[src/rtl/reset_pkg.sv]
// Shared encodings for the board reset sequencer: FSM states, reset-cause codes
// and the saturating event-counter helper.
package reset_pkg;

    typedef enum logic [1:0] {
        ST_HOLD     = 2'd0,
        ST_RUN      = 2'd1,
        ST_BTN_HELD = 2'd2
    } state_e;

    localparam logic [1:0] CAUSE_POR = 2'b00;
    localparam logic [1:0] CAUSE_BTN = 2'b01;
    localparam logic [1:0] CAUSE_SW  = 2'b10;

    localparam logic [7:0] COUNT_MAX = 8'hFF;

    function automatic logic [7:0] sat_inc8(input logic [7:0] v);
        return (v == COUNT_MAX) ? v : v + 8'd1;
    endfunction

endpackage

[src/rtl/reset_sequencer_debouncer.sv]
// Push-button front end: metastability synchronizer followed by a debouncer
// that flips its accepted level after DEBOUNCE_CYCLES consecutive differing samples.
module button_debouncer #(
    parameter int SYNC_STAGES     = 2,
    parameter int DEBOUNCE_CYCLES = 500000
) (
    input  logic clk,
    input  logic rst_n,
    input  logic btn_async_i,
    output logic level_o,
    output logic press_o,
    output logic release_o
);

    localparam int CW = $clog2(DEBOUNCE_CYCLES + 1);
    localparam logic [CW-1:0] CNT_LAST = CW'(DEBOUNCE_CYCLES - 1);

    logic [SYNC_STAGES-1:0] sync_q;
    logic                   level_q, level_d;
    logic [CW-1:0]          cnt_q, cnt_d;
    logic                   sample;
    logic                   flip;

    assign sample = sync_q[SYNC_STAGES-1];
    // The flip is decided from registered state, so the pulses are clean in clk.
    assign flip   = (sample != level_q) && (cnt_q == CNT_LAST);

    always_comb begin
        level_d = level_q;
        cnt_d   = '0;
        if (sample != level_q) begin
            if (cnt_q == CNT_LAST) level_d = ~level_q;
            else                   cnt_d   = cnt_q + CW'(1);
        end
    end

    always_ff @(posedge clk or negedge rst_n) begin
        if (!rst_n) begin
            sync_q  <= '0;
            level_q <= 1'b0;
            cnt_q   <= '0;
        end else begin
            sync_q  <= {sync_q[SYNC_STAGES-2:0], btn_async_i};
            level_q <= level_d;
            cnt_q   <= cnt_d;
        end
    end

    assign level_o   = level_q;
    assign press_o   = flip & ~level_q;
    assign release_o = flip &  level_q;

endmodule

[src/rtl/reset_sequencer.sv]
// Board reset generator: merges board, button and software resets, stretches
// each one by HOLD_CYCLES and tracks the cause and number of resets.
module reset_sequencer
    import reset_pkg::*;
#(
    parameter int SYNC_STAGES     = 2,
    parameter int HOLD_CYCLES     = 1024,
    parameter int DEBOUNCE_CYCLES = 500000
) (
    input  logic       clk,
    input  logic       rst_n,
    input  logic       button_i,
    input  logic       sw_rst_req_i,
    output logic       soc_rst_n_o,
    output logic       rst_active_o,
    output logic [1:0] rst_cause_o,
    output logic [7:0] rst_count_o
);

    localparam int HW = $clog2(HOLD_CYCLES + 1);
    localparam logic [HW-1:0] HOLD_LAST = HW'(HOLD_CYCLES - 1);

    logic [SYNC_STAGES-1:0] rst_sync_q;
    logic                   rst_ok;

    always_ff @(posedge clk or negedge rst_n) begin
        if (!rst_n) rst_sync_q <= '0;
        else        rst_sync_q <= {rst_sync_q[SYNC_STAGES-2:0], 1'b1};
    end

    assign rst_ok = rst_sync_q[SYNC_STAGES-1];

    logic btn_level, btn_press, btn_release;

    button_debouncer #(
        .SYNC_STAGES    (SYNC_STAGES),
        .DEBOUNCE_CYCLES(DEBOUNCE_CYCLES)
    ) u_btn (
        .clk        (clk),
        .rst_n      (rst_n),
        .btn_async_i(button_i),
        .level_o    (btn_level),
        .press_o    (btn_press),
        .release_o  (btn_release)
    );

    state_e        state_q, state_d;
    logic [HW-1:0] hold_q, hold_d;
    logic [1:0]    cause_q, cause_d;
    logic [7:0]    count_q, count_d;
    logic          soc_q, active_q;

    always_comb begin
        state_d = state_q;
        hold_d  = hold_q;
        cause_d = cause_q;
        count_d = count_q;
        unique case (state_q)
            ST_HOLD: begin
                // Hold time only starts once the board reset has been synchronously released.
                if (!rst_ok)                  hold_d  = '0;
                else if (btn_level)           state_d = ST_BTN_HELD;
                else if (hold_q == HOLD_LAST) state_d = ST_RUN;
                else                          hold_d  = hold_q + HW'(1);
            end
            ST_RUN: begin
                if (btn_press) begin
                    state_d = ST_BTN_HELD;
                    cause_d = CAUSE_BTN;
                    count_d = sat_inc8(count_q);
                end else if (sw_rst_req_i) begin
                    state_d = ST_HOLD;
                    hold_d  = '0;
                    cause_d = CAUSE_SW;
                    count_d = sat_inc8(count_q);
                end
            end
            ST_BTN_HELD: begin
                if (btn_release) begin
                    state_d = ST_HOLD;
                    hold_d  = '0;
                end
            end
            default: state_d = ST_HOLD;
        endcase
    end

    always_ff @(posedge clk or negedge rst_n) begin
        if (!rst_n) begin
            state_q  <= ST_HOLD;
            hold_q   <= '0;
            cause_q  <= CAUSE_POR;
            count_q  <= '0;
            soc_q    <= 1'b0;
            active_q <= 1'b1;
        end else begin
            state_q  <= state_d;
            hold_q   <= hold_d;
            cause_q  <= cause_d;
            count_q  <= count_d;
            soc_q    <= (state_d == ST_RUN);
            active_q <= (state_d != ST_RUN);
        end
    end

    assign soc_rst_n_o  = soc_q;
    assign rst_active_o = active_q;
    assign rst_cause_o  = cause_q;
    assign rst_count_o  = count_q;

endmodule
[config.mk]
export PLATFORM = sky130hd
export DESIGN_NAME = reset_sequencer
export DESIGN_NICKNAME = d
export VERILOG_FILES = /design/src/rtl/reset_pkg.sv /design/src/rtl/reset_sequencer_debouncer.sv /design/src/rtl/reset_sequencer.sv
export SDC_FILE = /design/constraint.sdc
export NUM_CORES = 1
export LEC_CHECK = 0
export ABC_CLOCK_PERIOD_IN_PS = 2200
export CORE_ASPECT_RATIO = 1.1
export CORE_MARGIN = 5
export CORE_UTILIZATION = 45
export CTS_BUF_LIST = sky130_fd_sc_hd__clkbuf_16
export DETAILED_ROUTE_END_ITERATION = 7
export PLACE_DENSITY_LB_ADDON = 0.05
export SLEW_MARGIN = 10
export SYNTH_ARGS = -nofsm -noshare
export SYNTH_HDL_FRONTEND = slang
export SYNTH_SLANG_ARGS = --single-unit
[constraint.sdc]
create_clock -name clk -period 2.2 [get_ports clk]
set_input_delay 0.44 -clock clk [delete_from_list [all_inputs] [get_ports clk]]
set_output_delay 0.44 -clock clk [all_outputs]
set_load 0.02 [all_outputs]
## Word level (Yosys, flattened, before mapping)

Cells that the tools add are included.

| storage, ports and cells | value |
|---|---|
| register bits after elaboration | 49 |
| input bits | 4 |
| output and inout port bits | 12 |
| logic and storage cells | 57 |

| operators by class | value |
|---|---|
| add/subtract/negate cells | 3 |
| equality and inequality tests | 13 |
| muxes and demuxes | 21 |
| bitwise operators | 3 |
| reduce and logical (&&, ||, !) cells | 7 |

Operators with widths:

| kind | number |
|---|---|
| $mux W11 | 6 |
| $mux W19 | 2 |
| $pmux W11 S3 | 1 |
| $mux W8 | 3 |
| $add A19 B1 Y19 const B | 1 |
| $eq A19 B19 Y1 const B | 1 |
| $mux W2 | 8 |
| $add A11 B1 Y11 const B | 1 |
| $eq A11 B10 Y1 const B | 1 |
| $add A8 B1 Y8 const B | 1 |
| $eq A8 B8 Y1 const B | 1 |
| $ne A2 B2 Y1 const B | 3 |
| $ne A3 B3 Y1 const B | 2 |
| $pmux W2 S3 | 1 |
| $reduce_and A6 Y1 | 1 |
| $eq A2 B1 Y1 const B | 2 |
| $reduce_and A2 Y1 | 2 |
| $reduce_bool A3 Y1 | 1 |
| $and A1 B1 Y1 | 2 |
| $eq A2 B2 Y1 const B | 1 |
| $logic_not A2 Y1 | 1 |
| $ne A2 B1 Y1 const B | 1 |
| $reduce_bool A2 Y1 | 1 |
| $logic_and A1 B1 Y1 | 1 |
| 2 further kinds | 2 |

## Logic depth before layout (Yosys ltp)

Gate-level depths: netlist of the first run.

| logic depth | value |
|---|---|
| depth in word-level cells | 6 |
| depth in mapped cells | 8 |
| depth with buffers taken out | 7 |

## By module

From an unflattened synthesis of the first run, not the netlist that was laid out.

| unflattened totals | value |
|---|---|
| cell total of the unflattened synthesis | 250 |
| area total of the unflattened synthesis | 2539.9 um2 |

Modules (own cells, without submodules):

| module | times used | cells each | area an instance (um2) | seq. area each (um2) |
|---|---|---|---|---|
| reset_sequencer | 1 | 140 | 1438.9 | 676.9 |
| button_debouncer | 1 | 110 | 1101.1 | 550.5 |

## Least setup slack after synthesis of the first run

No wires, ideal clock.

| timing | value |
|---|---|
| path type | register to register |
| from | register u_btn.cnt_q[0] |
| to | register hold_q[5] |
| library setup time | 0.103 ns |
| data arrival time | 2.194 ns |
| data required time | 2.097 ns |
| path slack | -0.098 ns |
| stages on the path, launching flop included | 8 |
| path buffers | 1 |
| period minus slack after synthesis | 2.298 ns |
| path through | dfrtp_1 > ha_1 > and4_1 > nand3_1 > o31a_1 > or4_1 > buf_2 > o41ai_2 |

| between the ends | value |
|---|---|
| cells in the longest elaborated chain, start to end | 5 |
| elaborated cells on any way between the ends | 7 |
| classes of those cells | 3 x eq/ne; 2 x bitwise; 2 x reduce/logical |

Ends and longest elaborated chain:

| element | line | source |
|---|---|---|
| start: declaration | reset_sequencer_debouncer.sv:20 | `logic [CW-1:0] cnt_q, cnt_d;` |
| start signal: assignment | reset_sequencer_debouncer.sv:45 | `cnt_q <= cnt_d;` |
| $eq A19 B19 Y1 (*) | reset_sequencer_debouncer.sv:26 | `assign flip = (sample != level_q) && (cnt_q == CNT_LAST);` |
| $logic_and A1 B1 Y1 (*) | reset_sequencer_debouncer.sv:26 |  |
| $and A1 B1 Y1, on equally long branches | reset_sequencer_debouncer.sv:51, reset_sequencer_debouncer.sv:50 |  |
| $ne A2 B2 Y1 (no line) | - |  |
| $reduce_and A6 Y1 (no line) (*) | - |  |
| end signal: assignment | reset_sequencer.sv:98 | `hold_q <= hold_d;` |
| end: declaration | reset_sequencer.sv:48 | `logic [HW-1:0] hold_q, hold_d;` |

Every way passes the cells marked *; elsewhere a longest branch is shown, timed or not.
A chain may end at the register's enable or synchronous reset.

## Final worst setup path of the first run

| timing | value |
|---|---|
| from | register hold_q[0] |
| to | register hold_q[5] |

| between the ends | value |
|---|---|
| cells in the longest elaborated chain, start to end | 5 |
| elaborated cells on any way between the ends | 8 |
| classes of those cells | 1 x add/sub; 2 x eq/ne; 4 x mux; 1 x reduce/logical |

Ends and longest elaborated chain:

| element | line | source |
|---|---|---|
| $add A11 B1 Y11 | reset_sequencer.sv:64 | `else hold_d = hold_q + HW'(1);` |
| $mux W11 | reset_sequencer.sv:63 | `else if (hold_q == HOLD_LAST) state_d = ST_RUN;` |
| $mux W11 | reset_sequencer.sv:62 | `else if (btn_level) state_d = ST_BTN_HELD;` |
| $mux W11 | reset_sequencer.sv:61 | `if (!rst_ok) hold_d = '0;` |
| $pmux W11 S3 | reset_sequencer.sv:58 | `unique case (state_q)` |

Parallel ways exist; a longest one is shown, timed or not. The select of a mux whose other input is x is not followed.

==> results of run 1 <==
==> synthesized netlist by cell type, drive strengths merged (5+ instances only) <==
master	count	area share
dfrtp	48	0.49
nor2	34	0.052
nand2	18	0.028
nand3	13	0.029
xnor2	12	0.043
xor2	11	0.039
o41ai	10	0.042
nand4	9	0.023
inv	8	0.012
and3	7	0.018
ha	7	0.036
nor3	7	0.014
o31ai	5	0.015
==> cell type report <==
| type | instances | area (um2) |
|---|---|---|
| multi-input cells | 177 | 1220 |
| inverters | 8 | 30.0 |
| fillers | 475 | 2050 |
| well taps | 75 | 93.8 |
| clock buffers | 5 | 125 |
| clock inverters | 3 | 47.5 |
| flip-flops and latches | 49 | 1230 |
| repair buffers | 66 | 529 |
==> worst max-delay path, cell delays in order (launching register included) <==
cell,delay (ns)
dfrtp_1,0.39
ha_2,0.20
nand4_1,0.13
nor2_2,0.06
a311o_1,0.37
or4_4,0.50
buf_6,0.15
o41ai_2,0.25
==> registers in the layout, indices dropped and copies added, names as in the netlist <==
| register | flops |
|---|---|
| rst_cause_o | 2 |
| u_btn.cnt_q | 19 |
| hold_q | 11 |
| u_btn.sync_q | 2 |
| u_btn.level_o | 1 |
| rst_sync_q | 2 |
| rst_count_o | 8 |
| state_q | 2 |
| rst_active_o | 1 |
| soc_rst_n_o | 1 |
==> through the flow <==
| step | cell area [um2] | power (mW) | hold WS (ns) |
|---|---|---|---|
| floorplan | 2460 | 0.972 | 0.144 |
| global placement | 2980 | 1.02 | 0.334 |
| detailed placement | 2980 | 1.02 | 0.338 |
| CTS | 3200 | 1.92 | 0.275 |
| global route | 3270 | 1.98 | 0.307 |
| finish | 3270 | 1.89 | 0.251 |
==> worst min path at each step <==
stage	endpoint	slack, ns	cells after the start
final	hold_q[2]	0.25	2
after global routing	u_btn.cnt_q[6]	0.31	2
after CTS	u_btn.cnt_q[7]	0.28	2
after detailed placement	rst_sync_q[1]	0.34	0
after global placement	rst_sync_q[1]	0.33	0
after floorplan	hold_q[0]	0.14	0
==> power by group <==
part | switching, mW | internal, mW
clock | 0.340 | 0.544
sequential | 0.00821 | 0.913
combinational | 0.0487 | 0.0371
==> routing by layer <==
metal	global-route usage	share of wire	vias up
met4	0.0476	0.011	0
met2	0.263	0.50	16
met1	0.201	0.47	955
met3	0.0342	0.019	5
met5	0	0	-
li1	-	-	998
==> repair_timing <==
item                       CTS  global route
pin swaps                    5             2
cloned                       1             0
buffers inserted             3             5
gates resized for setup      3             8
setup endpoints to repair    2             8
==> kinds of logic after synthesis <==
logic type	Yosys count	synth area share
AOI/OAI and AO/OA	35	0.113
xor gates and xnor gates	23	0.0824
adders and majority gates	7	0.0358
buffers and inverters	14	0.0220
DFF	49	0.502
muxes	4	0.0174
other	1	0.00153
and+or+nand+nor	107	0.226
==> flow_metrics.env, run 1 <==
export IMPL_crit_start="hold_q[0]"
export IMPL_fin_util=0.614
export IMPL_cts_sinks=49
export IMPL_wl_per_cell_um=13.1
export IMPL_drc=0
export IMPL_crit_fanout=5
export IMPL_clkLatencyLatePin_ns=0.28
export IMPL_setup_viol=0
export IMPL_grt_overflow_total=0
export IMPL_syn_avg_cell_area_um2=10.2
export IMPL_fin_crit_sh=0.980
export IMPL_reg2reg_to="hold_q[5]"
export IMPL_maxSlewViolCount=0
export IMPL_worstReg2RegStart="hold_q[0]"
export IMPL_cts_buffer_depth=2
export IMPL_antenna_found_initial=0
export IMPL_vias_per_cell=5.15
export IMPL_die_y_um=87.3
export IMPL_clock_skew_ns=0.00527
export IMPL_final_cell_count_no_fill=383
export IMPL_worst_r2r_cell_count=7
export IMPL_critPathKind="reg -> reg"
export IMPL_fin_tns_setup_ns=0
export IMPL_mostFrequentLayoutCells="buf_4, dfrtp_1, nor2_1"
export IMPL_rsz0062_at_grt="yes"
export IMPL_gp_congestion=0.826
export IMPL_synth_cell_area_um2=2440
export IMPL_worstSetupEndpointType="flip-flop"
export IMPL_cts_clk_slew_worst_paths_ns=0.06
export IMPL_worst_slew_pin_slew_ns=0.631
export IMPL_nets=318
export IMPL_status="finished, final reports clean"
export IMPL_htree_levels=2
export IMPL_synth_async_reset_ratio=1.00
export IMPL_power_leakage_nw=1.48
export IMPL_areaGrowthSynthToFinish_pct=33.9
export IMPL_endpoint="hold_q[5]"
export IMPL_ys_seq_elements=49
export IMPL_start_util=0.459
export IMPL_routed_wl_um=5010
export IMPL_drt_pass1_iterations=4
export IMPL_post_synth_num_cell_types=42
export IMPL_ff2ff_setup_slack_ns=0.04
export IMPL_drt_iter0_markers=64
export IMPL_startpoint_type="flip-flop"
export IMPL_min_period_ns=2.16
export IMPL_fin_ws_ns=0.0431
export IMPL_dp_cells=366
export IMPL_antennaDiodeCount=0
export IMPL_grt_usage=0.156
export IMPL_postCtsHoldBufs=0
export IMPL_vias=1974
export IMPL_synth_seq_area_share=0.502
export IMPL_finalHoldViolCount=0
export IMPL_power_density_nw_per_um2=578
export IMPL_max_vdd_ir_drop_mv=0.389
export IMPL_io_buffers=15
export IMPL_drv_cap=0
export IMPL_syn_instance_count=240
export IMPL_synth_edf_count=0
export IMPL_die_x_um=80.3
export IMPL_dp_slack_ns=-0.318
export IMPL_fmax_ghz=0.464
export IMPL_hpwl_um=3450
export IMPL_cp_arrival_ns=2.34
export IMPL_die_area_um2=7010
export IMPL_holdCritPathClass="in -> async"
export IMPL_slew_headroom=0.579
export IMPL_clockRootBuffer="clkbuf_16"
export IMPL_worstPathRequired_ns=2.38
export IMPL_grt_pass1_vias=1868
export IMPL_grt_pass1_wl_um=8660
export IMPL_yosys_warnings=0
export IMPL_syn_nets=251
export IMPL_drive_above_1_share=0.256
export IMPL_drtAntennaViolNets=0
export IMPL_grt_max_degree=50
export IMPL_synth_top_flop_cell="dfrtp_1"
export IMPL_core_area_um2=5330
export IMPL_rows=28
export IMPL_ioPinCount=16
export IMPL_final_common_cell="buf_4"
export IMPL_cts_made_buffers=5
export IMPL_tritoncts="yes"
No activity file was read; power rests on OpenSTA's default activity.
==> run 2: changes to the inputs <==
==> constraint.sdc (replaced) <==
create_clock -name clk -period 2.2 [get_ports clk]
set_input_delay 0.44 -clock clk [delete_from_list [all_inputs] [get_ports clk]]
set_output_delay 0.44 -clock clk [all_outputs]
set_load 0.1 [all_outputs]
==> run 2 against run 1 <==
Effect of this change: global-route usage is 0.48 points higher; sequential cell count unchanged; sequential power barely moved; first-iteration DRC count did not move; wire length rose by 4.9%; sequential share of layout area is essentially flat; setup slack better by 0.038 ns; critical endpoint is now hold_q[8]; largest cell class is now multi-input gates.
==> flow_metrics.env, run 2 (synthesis gave the netlist of run 1 again) <==
export IMPL_setup_viol=0
export IMPL_die_y_um=87.3
export IMPL_hpwl_um=3590
export IMPL_nets=317
export IMPL_routed_wl_um=5250
export IMPL_drtAntennaViolNets=0
export IMPL_crit_fanout=4
export IMPL_min_period_ns=2.12
export IMPL_cts_made_buffers=5
export IMPL_wl_per_cell_um=13.7
export IMPL_rsz0062_at_grt="yes"
export IMPL_status="finished, final reports clean"
export IMPL_core_area_um2=5330
export IMPL_rows=28
export IMPL_tritoncts="yes"
export IMPL_ioPinCount=16
export IMPL_power_leakage_nw=1.53
export IMPL_worstPathRequired_ns=2.38
export IMPL_largest_reg_flops=19
export IMPL_drt_iter0_markers=64
export IMPL_cts_buffer_depth=2
export IMPL_crit_chain="nor4b_4, nand3_2, o31a_1, or4_4, buf_2, o41ai_2"
export IMPL_clock_skew_ns=0.00504
export IMPL_start_util=0.459
export IMPL_gp_congestion=0.793
export IMPL_grt_usage=0.161
export IMPL_grt_max_degree=32
export IMPL_final_cell_count_no_fill=382
export IMPL_areaGrowthSynthToFinish_pct=33.8
export IMPL_vias_per_cell=5.14
export IMPL_drt_pass1_iterations=4
export IMPL_die_area_um2=7010
export IMPL_dp_cells=366
export IMPL_drc=0
export IMPL_postCtsHoldBufs=0
export IMPL_vias=1964
export IMPL_antennaDiodeCount=0
export IMPL_regMostFlops="u_btn.cnt_q"
export IMPL_antenna_found_initial=0
export IMPL_mostFrequentLayoutCells="buf_4, dfrtp_1, nor2_1"
export IMPL_grt_overflow_total=0
export IMPL_slowest_delay_ns=0.50
export IMPL_htree_levels=2
export IMPL_drv_cap=0
export IMPL_final_common_cell="buf_4"
export IMPL_worst_slew_pin_slew_ns=0.648
export IMPL_fin_crit_sh=0.963
export IMPL_clockRootBuffer="clkbuf_16"
export IMPL_die_x_um=80.3
export IMPL_cp_arrival_ns=2.30
export IMPL_clkLatencyLatePin_ns=0.28
export IMPL_max_vdd_ir_drop_mv=0.402
export IMPL_worstSetupEndpointType="flip-flop"
export IMPL_startpoint_type="flip-flop"
export IMPL_finalHoldViolCount=0
export IMPL_holdCritPathClass="in -> async"
export IMPL_fmax_ghz=0.472
export IMPL_cts_sinks=49
export IMPL_holdWs_ns=0.104
export IMPL_drive_above_1_share=0.293
export IMPL_io_buffers=15
export IMPL_grt_pass1_wl_um=8940
export IMPL_cts_clk_slew_worst_paths_ns=0.07
export IMPL_maxSlewViolCount=0
export IMPL_grt_pass1_vias=1947
export IMPL_power_density_nw_per_um2=573
export IMPL_critPathKind="reg -> reg"
export IMPL_slew_headroom=0.564
export IMPL_slowest_stage="or4_4"
-- run 2: changes by cell type in the layout (fill, tap and decap cells not counted), sizes merged --
cell and delta:
clkinvlp +1, buf +11, clkinv +1, inv -2, dlygate4sd2 +1, clkdlybuf4s50 -13
-- run 2: what timing repair did --
| item | CTS | global route |
|---|---|---|
| endpoints found under the setup margin | 3 | 7 |
| cloned | 1 | 0 |
| buffers inserted | 1 | 6 |
| gates resized for setup | 7 | 7 |
| pin swaps | 5 | 7 |
-- run 2: metal layers --
layer	share of wire	GRT usage
met3	0.018	0.0259
met1	0.47	0.205
met4	0.012	0.0507
met5	0	0
met2	0.50	0.280
-- run 2: critical path, delay by kind of cell, from the launching register on --
kind                   cells  cell delay, ns
AO/OA/AOI/OAI              2            0.50
AND/OR/NAND/NOR            3            0.92
buffers and inverters      1            0.17
flip-flops                 1            0.41
-- run 2: metrics by stage --
| step | setup TNS, ns | utilization | setup slack (ns) | area, um2 | power [mW] |
|---|---|---|---|---|---|
| floorplan | 0 | - | 0.00252 | 2460 | 0.972 |
| detailed placement | -2.21 | 0.557 | -0.305 | 2970 | 1.03 |
| global route | -0.0211 | 0.614 | -0.00877 | 3270 | 1.94 |
| global placement | -1.98 | 0.557 | -0.284 | 2970 | 1.03 |
| CTS | 0 | 0.596 | 0.0181 | 3170 | 1.90 |
| finish | 0 | 0.614 | 0.0812 | 3270 | 1.88 |
-- run 2: worst paths after layout --
| kind | end | depth (start not counted) | startpoint | slack, ns |
|---|---|---|---|---|
| min in group clk | rst_sync_q[1] | 0 | rst_sync_q[0] | 0.35 |
| setup reg to reg | hold_q[8] | 6 | u_btn.cnt_q[7] | 0.08 |
| hold reg to reg | rst_sync_q[1] | 0 | rst_sync_q[0] | 0.35 |
| max in group asynchronous | rst_active_o | 2 | rst_n | 1.50 |
| hold / removal | hold_q[0] | 1 | rst_n | 0.10 |
| setup / recovery | hold_q[8] | 6 | u_btn.cnt_q[7] | 0.08 |
-- run 2: where the power goes --
part | switching [mW] | internal, mW | total, mW | leakage [nW]
combinational | 0.0523 | 0.0393 | 0.0916 | 0.788
clock | 0.331 | 0.533 | 0.863 | 0.0775
sequential | 0.00712 | 0.913 | 0.920 | 0.667
-- run 2: cell type report --
class / instances / area (um2)
clock buffer: 5 / 125
clock inverter: 3 / 41.3
fill: 486 / 2050
inverter: 8 / 30.0
multi-input combinational: 177 / 1250
sequential: 49 / 1230
tap: 75 / 93.8
timing repair buffer: 65 / 503
